**src/rtl/regfile_scoreboard.sv**
```systemverilog
// Multi-read, dual-write register file with a per-register busy scoreboard.
// Reads are combinational (0 cycles); writes and busy updates take effect at the clock edge; no backpressure.
module regfile_scoreboard #(
  parameter  int XLEN     = 32,
  parameter  int NREGS    = 32,
  parameter  int NRD      = 2,
  parameter  int ZERO_REG = 1,
  parameter  int BYPASS   = 1,
  localparam int AW       = $clog2(NREGS)
) (
  input  logic                clk,
  input  logic                rst_n,
  input  logic                we0,
  input  logic [AW-1:0]       w_addr0,
  input  logic [XLEN-1:0]     w_data0,
  input  logic                we1,
  input  logic [AW-1:0]       w_addr1,
  input  logic [XLEN-1:0]     w_data1,
  input  logic [NRD*AW-1:0]   r_addr,
  output logic [NRD*XLEN-1:0] r_data,
  output logic [NRD-1:0]      r_busy,
  input  logic                issue_valid,
  input  logic [AW-1:0]       issue_addr,
  output logic [NREGS-1:0]    busy_vec
);

  logic [XLEN-1:0]  regs_q [NREGS];
  logic [XLEN-1:0]  regs_d [NREGS];
  logic [NREGS-1:0] busy_q;
  logic [NREGS-1:0] busy_d;

  logic wr0_ok;
  logic wr1_ok;
  logic iss_ok;

  assign wr0_ok = we0 && !((ZERO_REG != 0) && (w_addr0 == '0));
  assign wr1_ok = we1 && !((ZERO_REG != 0) && (w_addr1 == '0));
  assign iss_ok = issue_valid && !((ZERO_REG != 0) && (issue_addr == '0));

  // Port 1 is applied after port 0 so it wins on an address collision.
  always_comb begin
    for (int r = 0; r < NREGS; r++) begin
      regs_d[r] = regs_q[r];
    end
    if (wr0_ok) regs_d[w_addr0] = w_data0;
    if (wr1_ok) regs_d[w_addr1] = w_data1;
  end

  // Writeback clears first, then a new issue sets: the newest producer owns the register.
  always_comb begin
    busy_d = busy_q;
    if (we0)    busy_d[w_addr0] = 1'b0;
    if (we1)    busy_d[w_addr1] = 1'b0;
    if (iss_ok) busy_d[issue_addr] = 1'b1;
  end

  always_ff @(posedge clk or negedge rst_n) begin
    if (!rst_n) begin
      for (int r = 0; r < NREGS; r++) begin
        regs_q[r] <= '0;
      end
      busy_q <= '0;
    end else begin
      for (int r = 0; r < NREGS; r++) begin
        regs_q[r] <= regs_d[r];
      end
      busy_q <= busy_d;
    end
  end

  assign busy_vec = busy_q;

  logic [AW-1:0]   ra;
  logic [XLEN-1:0] rd;
  logic            rb;

  // Later assignments override earlier ones, so the lowest-priority source comes first.
  always_comb begin
    r_data = '0;
    r_busy = '0;
    ra     = '0;
    rd     = '0;
    rb     = 1'b0;
    for (int i = 0; i < NRD; i++) begin
      ra = r_addr[i*AW +: AW];
      rd = regs_q[ra];
      rb = busy_q[ra];
      if ((BYPASS != 0) && we0 && (w_addr0 == ra)) begin
        rd = w_data0;
        rb = 1'b0;
      end
      if ((BYPASS != 0) && we1 && (w_addr1 == ra)) begin
        rd = w_data1;
        rb = 1'b0;
      end
      if ((ZERO_REG != 0) && (ra == '0)) begin
        rd = '0;
        rb = 1'b0;
      end
      // The bypass path would otherwise leak write data while reset is held.
      if (!rst_n) begin
        rd = '0;
        rb = 1'b0;
      end
      r_data[i*XLEN +: XLEN] = rd;
      r_busy[i]              = rb;
    end
  end

endmodule

```
**config.mk**
```make
export PLATFORM = sky130hd
export DESIGN_NAME = regfile_scoreboard
export DESIGN_NICKNAME = d
export VERILOG_FILES = /design/src/rtl/regfile_scoreboard.sv
export SDC_FILE = /design/constraint.sdc
export NUM_CORES = 2
export LEC_CHECK = 0
export BUFFER_PORTS_ARGS = -buffer_cell sky130_fd_sc_hd__buf_4
export CORE_ASPECT_RATIO = 1.25
export CORE_MARGIN = 5
export CORE_UTILIZATION = 40
export DETAILED_ROUTE_END_ITERATION = 10
export GPL_TIMING_DRIVEN = 0
export PLACE_DENSITY_LB_ADDON = 0.05
export SLEW_MARGIN = 40
export SYNTH_ARGS = -nofsm -noshare
export SYNTH_HDL_FRONTEND = slang
export SYNTH_SLANG_ARGS = --single-unit
export TNS_END_PERCENT = 100
```
**constraint.sdc**
```tcl
create_clock -name clk -period 5.82 [get_ports clk]
set_input_delay 1.455 -clock clk [delete_from_list [all_inputs] [get_ports clk]]
set_output_delay 1.455 -clock clk [all_outputs]
set_load 0.01 [all_outputs]
```
[Word-level counts from Yosys, hierarchy flattened]
Cells that the tools add are included.
W data, S select, Z words.
Operators by class
  bitwise logic cells: 9
  reductions and logical operators: 20
  mux-type cells: 43
  equal/unequal tests: 4
  $lt $le $gt $ge: 14
Operators with widths (number)
  $bwmux W1024: 2
  $mux W1024: 2
  $mux W32: 17
  $bmux W32 S5: 2
  $demux W32 S5: 2
  $and A32 B32 Y32: 2
  $not A32 Y32: 2
  $or A32 B32 Y32: 1
  $lt A5 B6 Y1 const B: 5
  $logic_not A5 Y1: 5
  $ge A6 B6 Y1 const B: 4
  $not A5 Y6: 4
  $eq A5 B5 Y1: 4
  $demux W1 S5: 3
  $ge A5 B1 Y1 const B: 3
  $mux W1: 13
  $logic_and A1 B1 Y1: 12
  $lt A6 B1 Y1 const B: 2
  $bmux W1 S5: 2
  $logic_not A1 Y1: 3
Storage, ports and cells
  bits in registers: 1056
  input port bits: 94
  output and inout bits: 98
  word-level logic and storage cells: 123

[Longest topological paths before layout]
  depth in word-level cells: 11
  gate-level depth with buffers: 10
  depth with buffers taken out: 6

[Worst setup path before layout]
Ideal clock, no wire load.
  path kind: input to output
  start point: input r_addr[0]
  end point: output r_data[10]
  data required time: 4.365 ns
  stages: 7
  buffers on the path: 3
  data arrival time: 3.006 ns
  setup slack: 1.359 ns
  path through: buf_2 buf_6 buf_4 mux4_2 a22oi_1 nand3_1 a32o_1
Between the ends
  word-level cells in the longest chain between the ends: 8
  elaborated cells on any way between the ends: 13
  classes of those cells: eq/ne (2); mux (7); bitwise (1); reduce/logical (3)
RTL lines
  start: declaration: RTL line 19  | input logic [NRD*AW-1:0] r_addr,
  $not A5 Y6 (not written as such): RTL line 86  | rd = regs_q[ra];
  $bmux W32 S5: RTL line 86
  $mux W32 (not written as such) (2 in a row): RTL line 86
  $mux W32: RTL line 88  | if ((BYPASS != 0) && we0 && (w_addr0 == ra)) begin
  $mux W32: RTL line 92  | if ((BYPASS != 0) && we1 && (w_addr1 == ra)) begin
  $mux W32 *: RTL line 96  | if ((ZERO_REG != 0) && (ra == '0)) begin
  $mux W32 *: RTL line 101  | if (!rst_n) begin
  end: declaration: RTL line 20  | output logic [NRD*XLEN-1:0] r_data,
Mark *: on every way between the ends. The rest lies on a longest branch, timed or not. The select of a mux whose other input is x is not followed.

[Final worst setup path]
  start point: input r_addr[9]
  end point: output r_data[43]
The elaborated chain is that of the path after synthesis.

==> results.txt <==
----------------------------------------------------
[Status]
  Status ... finished, violations left
  Failing checks ... setup timing

[STA]
  Post-route worst setup slack ... -0.193 ns
  Final Max Slew Viols ... 0
  Final setup vio count ... 32
  Worst slew margin relative to its limit ... 0.368
  Final hold vios ... 0
  Slew of the pin with the lowest slew margin ... 0.949 ns
  Post-route minimum period ... 6.01 ns
  Final Cycle Share ... 1.03
  Worst-case clock skew ... 0 ns
  RSZ-0062 raised after global routing ... yes
  Peak clock frequency supported by timing ... 166 MHz
  Fin Hold WS ... just under 0.5 ns

[Setup path]
  Start-to-end type of the worst setup path ... in2out
  Critical-path maximum fanout ... 11
  Slowest stage cell on the critical path ... nand3_1
  Crit-path most repeated cell ... buf_4
  Crit start category ... input pin
  Endpoint class of the critical path ... output port
  Worst Path Arrival ... 4.56 ns
  Ordered cell list for the critical path ... buf_4 > and2_1 > buf_2 > buf_4 > buf_2 > a21oi_1 > nand3_1 > nand4_1 > nor2_1 > o21ai_0 > buf_4
  Required time worst endpoint ... 4.37 ns
  CP peak stage delay ... about 0.43 ns

[Yosys]
  Yosys warning total ... 0
  Mapped Nets ... 6919
  Sequential share of the synthesized area ... 0.393
  Number of library cell types mapped by synthesis ... 52
  FF+latch count, synth ... 1056
  Fraction of synthesis flops using an asynchronous set or reset pin ... 1.00
  Ys flop type ... dfrtp_1
  Number of flops mapped to enable cells by yosys ... 0
  Mean instance size in the synthesized netlist ... 9.85 sq um
  Area of the mapped netlist ... roughly 67000 sq um
  Syn Inst Count ... around 7000

[Place]
  Placement Cell Area ... slightly above 70000 sq um
  Count of buffers inserted at the top-level ports ... 127
  Cell total after placement ... 9175
  Worst setup slack before clock tree synthesis ... -0.799 ns
  Estimated wirelength of the detail-placed design ... 316000 um
  Final Wtd Congestion ... roughly 1.1

[Detailed routing]
  Post-Route WL ... 380000 um
  Remaining number of nets flagged by the antenna check after routing ... 0
  Via-per-instance ratio ... about 6.5
  Post-DR wirelength/cell ... about 40 um
  DRC violations left ... 0
  Total vias in the final route ... 60850
  Starting DRC count in detailed routing ... 8855
  First drt pass iteration count ... 8

[Clock tree]
  Clock transition at the registers of the reported paths ... 0.06 ns
  TritonCTS Buffers ... 132
  H-tree lvl count ... 4
  Number of sinks on the clock net ... between 1000 and 1500
  Insertion delay of the later-clocked pin in the worst-skew pair ... 0.81 ns
  Clock Root Buffer ... clkbuf_16
  Maximum clock insertion buffer count ... 3
  TritonCTS clock tree ... yes
  Quantity of hold-fixing buffers added after cts ... 0

[Finish]
  Final std cells w/o fill ... 9424
  Leading cell types in the layout, fill and taps excluded ... mux2i_1 (1354), dfrtp_1 (1056), nand2_1 (645), nor2_1 (576), a21oi_1 (552)
  Number of nets in the layout ... around 7000
  Area overhead of the layout relative to synthesis ... 13.3%
  Total non-filler cell area in the finished layout ... ~76000 sq um
  Share of post-route cells with drive strength above 1 ... 0.162
  Most common library cell in the layout ignoring fill and taps ... mux2i_1

[Floorplanning]
  Starting density of the core ... 0.401
  Area of the die ... roughly 180000 sq um
  Core region area ... 168000 sq um
  Die extent in y ... 468 um
  Die X-Extent ... ~380 um
  Ports placed on the boundary ... roughly 190
  Std cell rows ... 168

[Power]
  Max IR drop VDD ... 244 uV
  Reported leakage power ... about 35 nW
  Pwr Density ... 356 nW/um^2
  Sum of internal, switching and leakage power ... 27.1 mW

[Global routing]
  Number of global-route vias before repair ... 57765
  All-Layer GR Usage ... 0.417
  Number of antenna violations at the first check in global routing ... 19
  Total global routing overflow ... 0
  Pin count of the biggest net entering global routing ... 105
  First-pass GRT wire length ... 501000 um

[Worst hold path]
  Worst hold path class ... reg2reg

[Flow run]
  Maximum Capacitance Violations ... 0

----------------------------------------------------
-- path summary, 6_finish.rpt --
check	start	cells after the start	endpoint	slack, ns
setup / recovery	r_addr[9]	11	r_data[43]	-0.19
hold / removal	regs_q[994]	1	regs_q[994]	0.49
setup reg to reg	busy_vec[0]	2	busy_vec[0]	4.77
hold reg to reg	regs_q[994]	1	regs_q[994]	0.49
max in group asynchronous	rst_n	4	regs_q[634]	3.39
min in group asynchronous	rst_n	1	regs_q[711]	0.54
-- critical path, delay by kind of cell --
kind,cells,cell delay [ns]
buffers and inverters,5,1.64
and+or+nand+nor,4,1.09
AOI/OAI and AO/OA,2,0.33
-- final cells by class --
| cell class | instances | area, sq um |
|---|---|---|
| Sequential cell | 1056 | 26400 |
| Clock buffer | 182 | 3750 |
| Tap cell | 2210 | 2770 |
| Inverter | 16 | 60.1 |
| Clock inverter | 48 | 564 |
| Multi-Input combinational cell | 4892 | 37100 |
| Antenna cell | 16 | 40.0 |
| Buffer | 861 | 4110 |
| Fill cell | 16304 | 91400 |
| Timing Repair Buffer | 143 | 1370 |
-- per-stage QoR --
stage / util / setup TNS (ns)
after detailed placement: 0.427 / -28.63
after global routing: 0.454 / -0.0284
after floorplan: - / 0
final: 0.455 / -1.87
after CTS: 0.453 / 0
after global placement: 0.424 / -
-- synth_stat cells (4+ instances only) --
| master | count | area, sq um |
|---|---|---|
| nor2_4 | 4 | 45.0 |
| a22oi_1 | 410 | 3080 |
| a22oi_2 | 30 | 375 |
| and2_1 | 4 | 25.0 |
| a21oi_1 | 553 | 2770 |
| and3_1 | 14 | 87.6 |
| buf_4 | 39 | 293 |
| mux4_2 | 278 | 6260 |
| a32o_1 | 56 | 561 |
| nand2b_1 | 5 | 31.3 |
| nand2_2 | 4 | 25.0 |
| o21ai_1 | 57 | 285 |
| clkbuf_1 | 520 | 1950 |
| nor2_1 | 593 | 2230 |
| nor2b_1 | 8 | 50.1 |
| buf_2 | 206 | 1030 |
| xor2_1 | 11 | 96.3 |
| o211ai_1 | 30 | 225 |
| mux2_2 | 33 | 372 |
| o21ai_0 | 496 | 2480 |
| nand4_1 | 32 | 200 |
| buf_6 | 31 | 349 |
| nand3_1 | 165 | 826 |
| xnor2_1 | 9 | 78.8 |
| o21a_1 | 31 | 233 |
| buf_1 | 65 | 244 |
| nand3b_1 | 5 | 37.5 |
| dfrtp_1 | 1056 | 26400 |
| a32oi_1 | 6 | 52.6 |
| and3_4 | 6 | 67.6 |
| nor2_2 | 12 | 75.1 |
| mux2i_1 | 1368 | 13700 |
| nand2_1 | 646 | 2420 |
| inv_1 | 16 | 60.1 |
-- power by group --
group | leakage [nW] | internal (mW) | switching, mW | total (mW)
combinational | 20.0 | 3.22 | 4.06 | 7.28
sequential | 13.0 | 9.22 | 2.03 | 11.3
clock | 2.14 | 4.95 | 3.64 | 8.59
total | 35.1 | 17.4 | 9.73 | 27.1
-- timing repair --
action / in CTS / in global routing
resized for setup: 49 / 41
buffers inserted: 0 / 0
setup endpoints to repair: 66 / 27
cloned: 2 / 0
-- state kept, by name, summed over array words and instances (netlist names) --
signal and count:
regs_q 1024, busy_vec 32
-- logic make-up (layout without fill, tap and decap cells) --
kind of cell	after synthesis	after routing	share of synthesized area
and+or+nand+nor	1519	1519	0.0934
other	0	16	0
AOI/OAI and AO/OA	1674	1674	0.150
buffers and inverters	877	1250	0.0584
xor gates and xnor gates	20	20	0.00261
muxes	1679	1679	0.302
DFF	1056	1056	0.393
-- routing by layer --
| metal | track usage | share of wire | up-vias |
|---|---|---|---|
| met5 | 0 | 0.00031 | - |
| met4 | 0.228 | 0.066 | 16 |
| met3 | 0.117 | 0.10 | 876 |
| met2 | 0.623 | 0.43 | 3835 |
| met1 | 0.551 | 0.40 | 30795 |
| li1 | - | - | 25328 |
Power figures use the tool's default switching activity.
